## config.mk

```make
export PLATFORM = sky130hd
export DESIGN_NAME = vga_capture_monitor
export DESIGN_NICKNAME = d
export VERILOG_FILES = /design/src/rtl/vga_capture_monitor.sv
export SDC_FILE = /design/constraint.sdc
export NUM_CORES = 1
export LEC_CHECK = 0
export CORE_ASPECT_RATIO = 0.8
export CORE_MARGIN = 1
export CORE_UTILIZATION = 48
export DETAILED_ROUTE_END_ITERATION = 6
export GPL_ROUTABILITY_DRIVEN = 0
export PLACE_DENSITY_LB_ADDON = 0.25
export SYNTH_ARGS = -nofsm -noshare
export SYNTH_HDL_FRONTEND = slang
export SYNTH_SLANG_ARGS = --single-unit
```

## constraint.sdc

```tcl
create_clock -name clk -period 3.55 [get_ports clk]
set_input_delay 0.71 -clock clk [delete_from_list [all_inputs] [get_ports clk]]
set_output_delay 0.71 -clock clk [all_outputs]
set_load 0.005 [all_outputs]
```

## src/rtl/vga_capture_monitor.sv

```systemverilog
// TinyVGA PMOD receive monitor: 640x480@60 timing recovery, lock and checks.
// VGA_CAP_SIG_EN builds the per-frame pixel signature; otherwise frame_sig=0.
module vga_capture_monitor (
  input  logic        clk,
  input  logic        rst_n,
  input  logic [7:0]  vga_in,
  output logic        locked,
  output logic [9:0]  hpos,
  output logic [9:0]  vpos,
  output logic        de,
  output logic [5:0]  pix,
  output logic        frame_done,
  output logic [15:0] frame_sig,
  output logic [7:0]  err_cnt
);

  localparam logic [9:0]  H_TOTAL  = 10'd800;
  localparam logic [9:0]  H_SYNC_X = 10'd656;
  localparam logic [9:0]  H_SYNC_W = 10'd96;
  localparam logic [9:0]  V_TOTAL  = 10'd525;
  localparam logic [9:0]  V_SYNC_Y = 10'd490;
  localparam logic [10:0] V_SYNC_H = 11'd2;
  localparam logic [9:0]  CNT_MAX  = 10'd1023;

  localparam logic [1:0] S_SEARCH = 2'd0;
  localparam logic [1:0] S_TRACK  = 2'd1;
  localparam logic [1:0] S_LOCKED = 2'd2;

  logic [7:0] r_s1;
  logic       r_hs_d;
  logic       r_vs_d;
  logic [9:0] r_h;
  logic [9:0] r_v;
  logic [9:0] r_hint;
  logic [9:0] r_vint;
  logic       r_harm;
  logic       r_varm;
  logic [1:0] r_state;
  logic [1:0] r_good;
  logic       r_locked;
  logic       r_de;
  logic [5:0] r_pix;
  logic       r_fdone;
  logic [7:0] r_err_cnt;

  logic        w_hfall, w_hrise, w_vfall, w_vrise;
  logic        w_hwrap;
  logic [9:0]  w_x, w_y;
  logic [10:0] w_vcnt;
  logic        w_err;
  logic        w_act;
  logic        w_lock_n;
  logic [5:0]  w_col;
  logic [1:0]  w_state_n;
  logic [1:0]  w_good_n;

  assign w_hfall = r_hs_d & ~r_s1[7];
  assign w_hrise = ~r_hs_d & r_s1[7];
  assign w_vfall = r_vs_d & ~r_s1[3];
  assign w_vrise = ~r_vs_d & r_s1[3];

  // w_x/w_y are the coordinates of the sample now held in r_s1
  assign w_hwrap = ~w_hfall & (r_h == H_TOTAL - 10'd1);
  assign w_x = w_hfall ? H_SYNC_X :
               w_hwrap ? 10'd0 : r_h + 10'd1;
  assign w_y = w_vfall ? V_SYNC_Y :
               !w_hwrap ? r_v :
               (r_v == V_TOTAL - 10'd1) ? 10'd0 : r_v + 10'd1;

  assign w_vcnt = {1'b0, r_vint} + {10'd0, w_hwrap};

  assign w_err = (r_harm & w_hfall & (r_hint != H_TOTAL))
               | (r_harm & w_hrise & (r_hint != H_SYNC_W))
               | (r_harm & (r_hint == CNT_MAX))
               | (r_varm & w_vfall & (w_vcnt != {1'b0, V_TOTAL}))
               | (r_varm & w_vrise & (w_vcnt != V_SYNC_H));

  assign w_act = (w_x < 10'd640) && (w_y < 10'd480);
  assign w_col = {r_s1[0], r_s1[4], r_s1[1],
                  r_s1[5], r_s1[2], r_s1[6]};

  always_comb begin
    w_state_n = r_state;
    w_good_n  = r_good;
    if (w_err) begin
      w_state_n = S_SEARCH;
      w_good_n  = 2'd0;
    end else begin
      unique case (r_state)
        S_SEARCH: if (w_vfall) begin
          w_state_n = S_TRACK;
          w_good_n  = 2'd0;
        end
        S_TRACK: if (w_vfall) begin
          w_good_n = r_good + 2'd1;
          if (r_good == 2'd1) w_state_n = S_LOCKED;
        end
        S_LOCKED: ;
        default: w_state_n = S_SEARCH;
      endcase
    end
  end

  assign w_lock_n = (w_state_n == S_LOCKED);

  always_ff @(posedge clk or negedge rst_n) begin
    if (!rst_n) begin
      r_s1      <= 8'h88;
      r_hs_d    <= 1'b1;
      r_vs_d    <= 1'b1;
      r_h       <= 10'd0;
      r_v       <= 10'd0;
      r_hint    <= 10'd0;
      r_vint    <= 10'd0;
      r_harm    <= 1'b0;
      r_varm    <= 1'b0;
      r_state   <= S_SEARCH;
      r_good    <= 2'd0;
      r_locked  <= 1'b0;
      r_de      <= 1'b0;
      r_pix     <= 6'd0;
      r_fdone   <= 1'b0;
      r_err_cnt <= 8'd0;
    end else begin
      r_s1   <= vga_in;
      r_hs_d <= r_s1[7];
      r_vs_d <= r_s1[3];
      r_h    <= w_x;
      r_v    <= w_y;
      if (w_hfall)
        r_hint <= 10'd1;
      else if (r_hint != CNT_MAX)
        r_hint <= r_hint + 10'd1;
      if (w_vfall)
        r_vint <= 10'd0;
      else if (w_hwrap && r_vint != CNT_MAX)
        r_vint <= r_vint + 10'd1;
      // an error disarms; only a later clean edge re-arms
      r_harm   <= ~w_err & (r_harm | w_hfall);
      r_varm   <= ~w_err & (r_varm | w_vfall);
      r_state  <= w_state_n;
      r_good   <= w_good_n;
      r_locked <= w_lock_n;
      r_de     <= w_lock_n & w_act;
      r_pix    <= (w_lock_n & w_act) ? w_col : 6'd0;
      r_fdone  <= w_vfall & (r_state == S_LOCKED) & ~w_err;
      if (w_err && r_err_cnt != 8'hFF)
        r_err_cnt <= r_err_cnt + 8'd1;
    end
  end

`ifdef VGA_CAP_SIG_EN
  logic [15:0] r_acc;
  logic [15:0] r_sig;
  logic [15:0] w_add;

  assign w_add = w_act ? {10'd0, w_col} : 16'd0;

  always_ff @(posedge clk or negedge rst_n) begin
    if (!rst_n) begin
      r_acc <= 16'd0;
      r_sig <= 16'd0;
    end else if (w_vfall) begin
      r_sig <= r_acc;
      r_acc <= w_add;
    end else begin
      r_acc <= r_acc + w_add;
    end
  end

  assign frame_sig = r_sig;
`else
  assign frame_sig = 16'd0;
`endif

  assign locked     = r_locked;
  assign hpos       = r_h;
  assign vpos       = r_v;
  assign de         = r_de;
  assign pix        = r_pix;
  assign frame_done = r_fdone;
  assign err_cnt    = r_err_cnt;

endmodule

```

Yosys cells after proc, flatten, opt, wreduce, memory -nomap -nowiden
Index checks and enable logic that the tools add are counted.
W data, S select, Z words.
{"block": "op_classes", "add_sub_neg": 7, "order_cmp": 2, "n_eq_ne": 16, "muxes": 19, "bitwise_logic": 31, "n_reduce_logical": 8}
{"operator": "$mux W10", "count": 9}
{"operator": "$add A10 B1 Y10 const B", "count": 4}
{"operator": "$eq A10 B10 Y1 const B", "count": 3}
{"operator": "$ne A10 B10 Y1 const B", "count": 3}
{"operator": "$and A1 B1 Y1", "count": 19}
{"operator": "$mux W2", "count": 7}
{"operator": "$add A10 B1 Y11", "count": 1}
{"operator": "$ne A11 B10 Y1 const B", "count": 1}
{"operator": "$ne A11 B2 Y1 const B", "count": 1}
{"operator": "$lt A10 B10 Y1 const B", "count": 1}
{"operator": "$lt A10 B9 Y1 const B", "count": 1}
{"operator": "$ne A10 B7 Y1 const B", "count": 1}
{"operator": "$add A8 B1 Y8 const B", "count": 1}
{"operator": "$ne A8 B8 Y1 const B", "count": 1}
{"operator": "$mux W6", "count": 1}
{"operator": "$ne A3 B3 Y1 const B", "count": 2}
{"operator": "$not A1 Y1", "count": 6}
{"operator": "$or A1 B1 Y1", "count": 6}
{"operator": "$pmux W2 S3", "count": 1}
{"operator": "$eq A2 B1 Y1 const B", "count": 2}
{"operator": "$eq A2 B2 Y1 const B", "count": 2}
{"operator": "$pmux W2 S2", "count": 1}
{"operator": "$reduce_bool A2 Y1", "count": 2}
{"operator": "$logic_and A1 B1 Y1", "count": 3}
{"operator": "4 further kinds", "count": 4}
{"block": "word_totals", "ff_bits": 73, "in_bits": 10, "out_inout_bits": 53, "elab_cells": 99}

Logic depth before layout (Yosys ltp)
Gate-level depths: netlist of the first run.
{"block": "depth", "word_depth": 13, "mapped_depth": 16, "mapped_depth_nobuf": 13}

Least setup slack after synthesis of the first run
Ideal clock, no wire load.
{"block": "synth_timing", "path_kind": "flip-flop to flip-flop", "start": "register r_h[0] (netlist: hpos[0])", "end": "register r_pix[0] (netlist: pix[0])", "setup_time_ns": 0.066, "arrival_ns": 3.317, "slack_ns": 0.166, "path_stages_with_launch": 15, "n_path_buf": 2, "period_less_slack_ns": 3.384, "path_cell_list": "dfrtp_1 ha_1 and4_1 nand3_1 inv_1 buf_4 ha_1 ha_1 xnor2_1 or3_1 a32o_1 a2111o_1 buf_6 nor4b_4 and2_1"}
{"block": "synth_between", "elab_chain_len": 11}
{"item": "start, declared", "line_no": "32", "text": "logic [9:0] r_h;"}
{"item": "start signal, assigned", "line_no": "128", "text": "r_h <= w_x;"}
{"item": "$eq A10 B10 Y1", "line_no": "63", "text": "assign w_hwrap = ~w_hfall & (r_h == H_TOTAL - 10'd1);"}
{"item": "$and A1 B1 Y1", "line_no": "63"}
{"item": "$add A10 B1 Y11", "line_no": "70", "text": "assign w_vcnt = {1'b0, r_vint} + {10'd0, w_hwrap};"}
{"item": "$ne A11 B10 Y1", "line_no": "75", "text": "| (r_varm & w_vfall & (w_vcnt != {1'b0, V_TOTAL}))"}
{"item": "$and A1 B1 Y1", "line_no": "75"}
{"item": "$or A1 B1 Y1", "line_no": "75"}
{"item": "$or A1 B1 Y1", "line_no": "76", "text": "| (r_varm & w_vrise & (w_vcnt != V_SYNC_H));"}
{"item": "$mux W2", "line_no": "85", "text": "if (w_err) begin"}
{"item": "$eq A2 B2 Y1", "line_no": "104", "text": "assign w_lock_n = (w_state_n == S_LOCKED);"}
{"item": "$and A1 B1 Y1 (*)", "line_no": "145", "text": "r_pix <= (w_lock_n & w_act) ? w_col : 6'd0;"}
{"item": "$mux W6 (*)", "line_no": "145"}
{"item": "end signal, assigned", "line_no": "145"}
{"item": "end, declared", "line_no": "42", "text": "logic [5:0] r_pix;"}
Mark *: on every way between the ends. The rest lies on a longest branch, timed or not.
A chain may end at the register's enable or synchronous reset.

Worst setup path in the final report of the first run
{"block": "layout_timing", "start": "register r_h[0] (netlist: hpos[0])", "end": "register r_err_cnt[6] (netlist: err_cnt[6])"}
{"block": "layout_between", "elab_chain_len": 8}
{"item": "$eq A10 B10 Y1 (*)", "line_no": "63"}
{"item": "$and A1 B1 Y1 (*)", "line_no": "63"}
{"item": "$add A10 B1 Y11 (*)", "line_no": "70"}
{"item": "$ne A11 B10 Y1", "line_no": "75"}
{"item": "$and A1 B1 Y1", "line_no": "75"}
{"item": "$or A1 B1 Y1", "line_no": "75"}
{"item": "$or A1 B1 Y1 (*)", "line_no": "76"}
{"item": "$logic_and A1 B1 Y1 (*)", "line_no": "147", "text": "if (w_err && r_err_cnt != 8'hFF)"}
{"item": "end signal, assigned", "line_no": "148", "text": "r_err_cnt <= r_err_cnt + 8'd1;"}
{"item": "end, declared", "line_no": "44", "text": "logic [7:0] r_err_cnt;"}
Marked as above.

==> run_results.csv, run 1 <==
group,metric,value,unit
status,status,"complete, no violations",
hold_path,hold_class,"flip-flop to flip-flop",
drt,via_per_inst,5.28,
timing,worst_clock_skew,0.00834,ns
finish,area_growth,20.9,%
synth,synth_edf_count,0,
global_routing,grt_use_total,20.4,%
setup_path,r2r_setup_slack,0.17,ns
pwr,p_int,1.60,mW
pwr,seqPwrFrac,47.0,%
global_routing,grt_max_degree,74,
finish,seqCellArea,0.00183,mm²
floorplan,core,0.00743,mm²
drt,top_layer_used,"met4",
pwr,p_comb_share,20.5,%
timing,finalSetupViolations,0,
synth,avgSynthCellArea,9.82,µm²
drt,drt_wl_total,7440,µm
pwr,p_per_area,507,mW/mm²
pwr,p_sw,0.666,mW
timing,hold_viol_final,0,
setup_path,reg2reg_depth,13,
finish,final_core_util,60.1,%
hold_path,worst_hold_startpoint,"r_s1[7]",
finish,multi_input_area,0.00169,mm²
pwr,power.share.clock,32.4,%
drt,wl_met1,3590,µm
setup_path,crit_path_start_kind,"flip-flop",
drt,wl_met2,3360,µm
synth,ys_async_sr_fraction,100,%
synth,ys_top_cells_by_area,"dfrtp_1 (47%), ha_1 (3.7%), buf_4 (3.7%), nand2_1 (3.7%), nor2_1 (3.7%)",
setup_path,cp-end-kind,"flip-flop",
synth,synth_top_area_cell,"dfrtp_1",
floorplan,ios,63,
finish,num-fill-cells,651,
placed_design,placed_cells,521,
finish,layoutNonFillerInstCount,538,
pwr,power,2.26,mW
clock_tree,h-tree-depth,3,
setup_path,crit_start,"hpos[0]",
synth,seq_area_frac_synth,49.6,%
clock_tree,cts_root_buf,"clkbuf_8",
timing,timing.final.crit_share,95.1,%
placed_design,numPortBuffers,46,
drt,routed-wl-met3,381,µm
placed_design,dp_hpwl,5010,µm
drt,firstDrtPassIters,5,
setup_path,worstReg2RegStart,"hpos[0]",
finish,fin_nets,449,
setup_path,critical_path_class,"flip-flop to flip-flop",
setup_path,crit_required,3.79,ns
global_routing,grt_first_pass_wirelength,12700,µm
drt,drt_iter0_drc,147,
setup_path,path_max_fanout,10,
floorplan,die_y,80.4,µm
synth,yosysUniqueCellTypes,51,
setup_path,endpoint,"err_cnt[6]",
pwr,peakVddDrop,0.288,mV
clock_tree,cts_inserted_buffers,9,
pwr,sw_frac_of_total,29.4,%
global_routing,grt_pass1_vias,2655,
floorplan,start_util,49.7,%
drt,via_count,2841,
finish,layout-drive-gt1-share,9.24,%
finish,antennaDiodeCount,0,
clock_tree,cts_buffer_depth,2,
synth,syn-instance-count,376,
synth,ys_ff_latch,73,
floorplan,die_w,100,µm
clock_tree,clk_latency,0.35,ns
pwr,leakage,1.93,nW
clock_tree,clkTransAtPathRegs,0.08,ns
timing,maxSlewViolCount,0,
floorplan,rows,28,
synth,synth_flop_cell,"dfrtp_1",
setup_path,rr_endpoint,"err_cnt[6]",
floorplan,dieArea,0.00805,mm²
global_routing,grt_overflow,0,
timing,fin_crit,3.38,ns
global_routing,antenna_found_initial,0,
timing,worst_slew_pin_slew,0.893,ns
synth,synth_top_area_share,46.8,%
clock_tree,clock-sinks,73,
setup_path,critPathArrivalTime,3.62,ns
timing,fmax,296,MHz
drt,wire_per_inst,13.8,µm
timing,relSlewSlack,40.5,%
drt,drtAntennaViolNets,0,
flow_run,drv_cap,0,
synth,syn_area,0.00369,mm²
drt,drc,0,
clock_tree,cts_hold_buf,0,
synth,yosysWarnings,0,
clock_tree,cts_tree,"yes",
[power groups by stage]
stage	clock network (mW)	registers [mW]	logic, mW
6_report	0.734	1.06	0.465
5_1_grt	0.782	1.09	0.524
4_1_cts	0.753	1.06	0.440
3_5_place_dp	0	1.08	0.439
3_3_place_gp	0	1.07	0.426
2_1_floorplan	0	1.05	0.282
[final cells by class]
type                    count  share of cell area (%)
repair buffers             56                    12.2
flip-flops and latches     73                    41.0
inverters                  11                   0.925
clock buffers               9                    2.78
clock inverters             7                    2.27
well taps                 105                    2.94
multi-input cells         277                    37.9
[cell families (layout without fill, tap and decap cells)]
group / count (synthesis) / count (layout) / synth area share (%)
DFF: 73 / 73 / 49.6
and+or+nand+nor: 161 / 161 / 22.7
other: 1 / 16 / 0.102
muxes: 6 / 6 / 1.73
buffers and inverters: 41 / 83 / 6.30
xor gates and xnor gates: 25 / 25 / 5.93
adders and majority gates: 11 / 11 / 3.73
AOI/OAI and AO/OA: 58 / 58 / 9.86
[layout by cell type (no fill, tap or decap), types with 3 or more instances in the layout]
cell / instances
mux2i_1: 3
nor2_1: 36
a31oi_1: 6
o21ai_0: 17
conb_1: 16
clkdlybuf4s50_1: 45
ha_1: 9
a41oi_1: 3
xor2_1: 11
mux2_2: 3
a21oi_1: 15
xnor2_1: 14
nor3_1: 9
and2_1: 9
nand4_1: 9
dfstp_2: 4
clkbuf_8: 9
nand3_1: 23
nand2_1: 36
nand3b_1: 3
or3_1: 5
and3_1: 8
nor2b_1: 3
inv_1: 11
inv_6: 3
nand2b_1: 6
buf_4: 9
dfrtp_1: 69
[routing by layer]
metal  track usage, %  vias up
met5                0        -
met4             7.83        0
met3             4.61       13
met2             30.6       74
met1             28.8     1366
li1                 -     1388
[synth_stat cells, drive strengths merged (9+ instances only)]
cell type	number
a21oi	15
and2	9
buf	22
dfrtp	69
ha	11
inv	11
nand2	36
nand3	23
nand4	9
nor2	36
nor3	9
o21ai	17
xnor2	14
xor2	11
[state kept, by name (all words and copies together) (netlist names)]
signal	flops
r_hs_d	1
r_s1	8
r_vs_d	1
r_vint	10
hpos	10
frame_done	1
r_hint	10
pix	6
locked	1
r_good	2
vpos	10
r_varm	1
err_cnt	8
de	1
r_harm	1
r_state	2
[worst max-delay path, stage by stage (launching register included)]
cell and delay, ns:
dfrtp_1 0.42, ha_2 0.21, and4_2 0.26, nand3_1 0.10
inv_1 0.06, ha_2 0.20, ha_1 0.22, xnor2_1 0.16
or3_1 0.36, a32o_1 0.26, a2111o_2 0.42, buf_12 0.17
nand4_1 0.09, mux2_2 0.33
[timing repair]
| item | in CTS | in global routing |
|---|---|---|
| pin swaps | 1 | 2 |
| setup endpoints to repair | 6 | 14 |
| gates resized for setup | 0 | 4 |
| buffers inserted | 0 | 1 |
[worst min path at each step]
stage | endpoint | depth (start not counted)
2_1_floorplan | r_vs_d | 0
3_3_place_gp | r_vs_d | 0
3_5_place_dp | r_hs_d | 0
4_1_cts | r_hs_d | 0
5_1_grt | r_hs_d | 0
6_report | r_hs_d | 0
[metrics by stage]
stage          setup slack (ns)  setup TNS [ns]  hold WS [ns]  cell area, µm²
2_1_floorplan             0.166               0         0.362            3750
3_3_place_gp              0.110               0         0.369            4210
3_5_place_dp             0.0210               0         0.373            4210
4_1_cts                  0.0495               0         0.385            4440
5_1_grt                -0.00515        -0.00515         0.395            4460
6_report                  0.173               0         0.384            4460
(Power assumes the default switching activity.)
==> run 2: changes to the inputs <==
--- a/config.mk
+++ b/config.mk
@@ -8,8 +8,10 @@
 export CORE_ASPECT_RATIO = 0.8
 export CORE_MARGIN = 1
 export CORE_UTILIZATION = 48
+export CTS_BUF_LIST = sky130_fd_sc_hd__clkbuf_16
 export DETAILED_ROUTE_END_ITERATION = 6
 export GPL_ROUTABILITY_DRIVEN = 0
+export GPL_TIMING_DRIVEN = 1
 export PLACE_DENSITY_LB_ADDON = 0.25
 export SYNTH_ARGS = -nofsm -noshare
 export SYNTH_HDL_FRONTEND = slang
==> run 2 against run 1 <==
  * Hold slack worse by 0.0032 ns
  * Total power is 11% higher
  * Sequential share of layout area is 0.98 points lower
  * Register-to-register slack better by 0.03 ns
  * Highest routed layer unchanged
==> run_results.csv, run 2 (synthesized netlist as in run 1, its figures left out) <==
group,metric,value,unit
global_routing,grt_first_pass_wirelength,13000,µm
timing,maxSlewViolCount,0,
floorplan,core,0.00743,mm²
drt,via_per_inst,5.29,
clock_tree,clk_latency,0.34,ns
global_routing,grt_pass1_vias,2741,
setup_path,max_stage_delay,0.41,ns
setup_path,critical_path_class,"flip-flop to flip-flop",
drt,drtAntennaViolNets,0,
global_routing,grt_max_degree,74,
setup_path,cp-end-kind,"flip-flop",
drt,via_count,2854,
timing,timing.final.crit_share,94.2,%
clock_tree,cts_inserted_buffers,9,
pwr,peakVddDrop,0.298,mV
finish,multi_input_area,0.00169,mm²
hold_path,hold_class,"flip-flop to flip-flop",
floorplan,dieArea,0.00805,mm²
pwr,p_per_area,551,mW/mm²
floorplan,rows,28,
finish,layout-drive-gt1-share,9.45,%
finish,layoutNonFillerInstCount,539,
finish,num-fill-cells,635,
drt,drt_iter0_drc,173,
finish,final_core_util,61.6,%
clock_tree,clock-sinks,73,
global_routing,grt_use_total,20.9,%
floorplan,ios,63,
timing,worst_clock_skew,0.00674,ns
clock_tree,h-tree-depth,3,
clock_tree,cts_buffer_depth,2,
drt,drc,0,
setup_path,critPathArrivalTime,3.56,ns
clock_tree,clkTransAtPathRegs,0.06,ns
finish,seqCellArea,0.00183,mm²
timing,setup_tns,0,ns
timing,finalSetupViolations,0,
global_routing,antenna_found_initial,0,
setup_path,cp_common_cell,"ha_2",
finish,mostFrequentLayoutCells,"dfrtp_1 (69), clkdlybuf4s50_1 (45), nor2_1 (36), nand2_1 (36), nand3_1 (23)",
finish,area_growth,23.9,%
finish,mostFrequentLayoutCell,"dfrtp_1",
status,status,"complete, no violations",
floorplan,die_y,80.4,µm
timing,relSlewSlack,40.5,%
timing,fmax,299,MHz
drt,firstDrtPassIters,5,
timing,rsz0062_at_grt,"false",
finish,fin_nets,450,
floorplan,die_w,100,µm
setup_path,worstPathCellList,"ha_2 -> and4_2 -> nand3_1 -> inv_1 -> ha_2 -> ha_1 -> xnor2_1 -> or3_1 -> a32o_1 -> a2111o_2 -> buf_12 -> nand4_1 -> mux2_2",
pwr,leakage,1.98,nW
timing,whs,0.381,ns
setup_path,crit_path_start_kind,"flip-flop",
timing,worst_slew_pin_slew,0.893,ns
finish,antennaDiodeCount,0,
placed_design,placed_cells,521,
setup_path,crit_required,3.77,ns
setup_path,slowest_stage,"dfrtp_1",
timing,fin_crit,3.35,ns
placed_design,dp_hpwl,5010,µm
placed_design,numPortBuffers,46,
clock_tree,cts_tree,"yes",
drt,drt_wl_total,7560,µm
drt,wire_per_inst,14.0,µm
timing,hold_viol_final,0,
clock_tree,cts_root_buf,"clkbuf_16",
floorplan,start_util,49.7,%
global_routing,grt_overflow,0,
setup_path,path_max_fanout,11,
flow_run,drv_cap,0,
clock_tree,cts_hold_buf,0,
pwr,power,2.52,mW
run 2: changes by cell type in the layout (fill, tap and decap cells not counted), sizes merged:
cell and change:
buf +1
run 2: worst paths after layout:
| check | startpoint | cells after the start | end | slack (ns) |
|---|---|---|---|---|
| worst max-delay path | hpos[0] | 13 | err_cnt[6] | 0.20 |
| worst min-delay path | r_s1[3] | 0 | r_vs_d | 0.38 |
| worst max register to register | hpos[0] | 13 | err_cnt[6] | 0.20 |
| worst min register to register | r_s1[3] | 0 | r_vs_d | 0.38 |
| max in group asynchronous | rst_n | 2 | vpos[2] | 2.39 |
| min in group asynchronous | rst_n | 2 | r_hint[6] | 0.58 |
run 2: critical path: cells and delay by family, from the launching register on:
family                   cells  cell delay (ns)
AND/OR/NAND/NOR              4             0.81
AO/OA/AOI/OAI                2             0.67
adder cells (fa/ha/maj)      3             0.61
flip-flops                   1             0.41
multiplexers                 1             0.33
buffers and inverters        2             0.23
XOR/XNOR                     1             0.16
run 2: area by class of cell:
type | count | area share (%)
clock buffers | 9 | 4.93
clock inverters | 7 | 2.22
inverters | 11 | 0.903
multi-input cells | 277 | 37.0
flip-flops and latches | 73 | 40.1
well taps | 105 | 2.87
repair buffers | 57 | 12.0
run 2: power by group:
group          internal [mW]  leakage (nW)  switching, mW
Sequential             0.941         0.914          0.126
Combinational          0.256         0.915          0.214
Clock                  0.622         0.153          0.362
Total                   1.82          1.98          0.702
run 2: what timing repair did:
action	CTS	global route
pin swaps	1	2
endpoints found under the setup margin	4	14
setup buffers	0	2
gates resized for setup	0	4
run 2: per-stage QoR:
stage | cell area (µm²) | setup WS [ns]
after floorplan | 3750 | 0.166
after global placement | 4210 | 0.110
after detailed placement | 4210 | 0.0210
after CTS | 4540 | 0.0555
after global routing | 4570 | 0.0372
final | 4570 | 0.204
run 2: routing by layer:
metal / wire, µm / global-route usage [%] / up-vias
met2: 3480 / 32.5 / 87
met5: 0 / 0 / -
met3: 391 / 5.92 / 11
met1: 3610 / 28.7 / 1362
met4: 72 / 5.22 / 0
li1: - / - / 1394
==> run 3: changes to the inputs <==
--- a/config.mk
+++ b/config.mk
@@ -12,7 +12,7 @@
 export DETAILED_ROUTE_END_ITERATION = 6
 export GPL_ROUTABILITY_DRIVEN = 0
 export GPL_TIMING_DRIVEN = 1
-export PLACE_DENSITY_LB_ADDON = 0.25
+export PLACE_DENSITY_LB_ADDON = 0.08
 export SYNTH_ARGS = -nofsm -noshare
 export SYNTH_HDL_FRONTEND = slang
 export SYNTH_SLANG_ARGS = --single-unit
==> run 3 against run 2 <==
  * Hold slack lost 0.0074 ns
  * Design area shrank 1.3%
  * Utilization shrank 0.83 points
  * Sequential power is essentially flat
  * Non-clock buffer count shrank 2
  * Worst setup slack lost 0.055 ns
  * Combinational power shrank 5.7%
  * Register-to-register slack lost 0.05 ns
  * Critical endpoint unchanged
==> run_results.csv, run 3 (synthesized netlist as in run 1, its figures left out) <==
group,metric,value,unit
status,status,"complete, no violations",
clock_tree,clk_latency,0.32,ns
timing,worst_clock_skew,0.00518,ns
placed_design,placed_area,0.00422,mm²
placed_design,placed_cells,521,
timing,worst_slew_pin_slew,0.738,ns
clock_tree,clock-sinks,73,
finish,mostFrequentLayoutCell,"dfrtp_1",
drt,via_count,2787,
setup_path,crit_required,3.76,ns
global_routing,grt_use_total,20.3,%
floorplan,dieArea,0.00805,mm²
clock_tree,cts_setup_buffers,0,
timing,fin_crit,3.40,ns
clock_tree,cts_tree,"yes",
global_routing,grt_overflow,0,
pwr,p_per_area,524,mW/mm²
floorplan,rows,28,
floorplan,core,0.00743,mm²
global_routing,grt_pass1_vias,2596,
finish,design_area,0.00451,mm²
timing,finalSetupViolations,0,
global_routing,grt_max_degree,45,
drt,drc,0,
setup_path,critPathArrivalTime,3.61,ns
setup_path,path_max_fanout,17,
pwr,peakVddDrop,0.327,mV
floorplan,ios,63,
finish,antennaDiodeCount,0,
flow_run,drv_cap,0,
finish,num-fill-cells,642,
drt,via_per_inst,5.21,
floorplan,die_w,100,µm
placed_design,dp_hpwl,5080,µm
clock_tree,cts_resized,0,
clock_tree,cts_inserted_buffers,9,
finish,fin_nets,448,
setup_path,crit_path_start_kind,"flip-flop",
clock_tree,cts_buffer_depth,2,
clock_tree,cts_root_buf,"clkbuf_16",
clock_tree,clkTransAtPathRegs,0.06,ns
setup_path,cp-end-kind,"flip-flop",
floorplan,start_util,49.7,%
finish,layout-drive-gt1-share,7.67,%
timing,fmax,294,MHz
timing,rsz0062_at_grt,"false",
global_routing,antenna_found_initial,0,
placed_design,numPortBuffers,46,
timing,setup_tns,0,ns
clock_tree,cts_hold_buf,0,
timing,relSlewSlack,50.7,%
finish,mostFrequentLayoutCells,"dfrtp_1 (69), clkdlybuf4s50_1 (45), nor2_1 (36), nand2_1 (36), nand3_1 (23)",
global_routing,grt_first_pass_wirelength,12600,µm
drt,firstDrtPassIters,4,
finish,area_growth,22.2,%
clock_tree,h-tree-depth,3,
finish,layoutNonFillerInstCount,535,
timing,hold_viol_final,0,
timing,maxSlewViolCount,0,
drt,wire_per_inst,13.7,µm
timing,timing.final.crit_share,95.8,%
drt,drt_iter0_drc,146,
setup_path,critical_path_class,"flip-flop to flip-flop",
drt,drt_wl_total,7350,µm
floorplan,die_y,80.4,µm
hold_path,hold_class,"flip-flop to flip-flop",
pwr,leakage,1.97,nW
drt,drtAntennaViolNets,0,
## run 3: worst max-delay path: stages (launching register included)
cell and delay [ns]:
dfrtp_1 0.41, ha_1 0.25, and4_2 0.27, nand3_1 0.11, inv_1 0.07, ha_1 0.22
ha_2 0.20, xnor2_1 0.15, or3_1 0.37, a32o_1 0.26, a2111o_1 0.36, buf_8 0.18
nand4_1 0.10, mux2_2 0.33
## run 3: worst paths after layout
check / from / end / slack, ns / depth (start not counted)
setup / recovery: hpos[0] / err_cnt[6] / 0.15 / 13
hold / removal: r_s1[3] / r_vs_d / 0.37 / 0
setup reg to reg: hpos[0] / err_cnt[6] / 0.15 / 13
hold reg to reg: r_s1[3] / r_vs_d / 0.37 / 0
max in group asynchronous: rst_n / r_s1[7] / 2.41 / 2
min in group asynchronous: rst_n / r_hint[7] / 0.43 / 1
## run 3: power by group
| part | switching, mW | internal, mW | leakage [nW] |
|---|---|---|---|
| Combinational | 0.201 | 0.242 | 0.910 |
| Sequential | 0.126 | 0.941 | 0.914 |
| Clock | 0.321 | 0.530 | 0.144 |
## run 3: area by class of cell
cell class	instances	area, µm²	area share [%]
clock buffer	9	225	4.99
clock inverter	5	51.3	1.14
inverter	11	41.3	0.915
multi-input combinational	277	1690	37.4
sequential	73	1830	40.6
tap	105	131	2.91
timing repair buffer	55	543	12.0
## run 3: metal layers
layer	up-vias	share of wire, %	global-route usage, %
met2	43	46	30.1
met1	1359	51	29.6
met4	0	0.34	4.49
met3	2	2.6	5.57
met5	-	0	0
li1	1383	-	-
## run 3: metrics by stage
| step | utilization (%) | power [mW] | setup WS (ns) | hold slack (ns) |
|---|---|---|---|---|
| 2_1_floorplan | - | 1.33 | 0.166 | 0.362 |
| 3_3_place_gp | 56.9 | 1.50 | 0.175 | 0.370 |
| 3_5_place_dp | 56.9 | 1.51 | 0.0853 | 0.369 |
| 4_1_cts | 60.6 | 2.38 | 0.0629 | 0.376 |
| 5_1_grt | 60.7 | 2.51 | 0.00351 | 0.376 |
| 6_report | 60.7 | 2.36 | 0.150 | 0.373 |
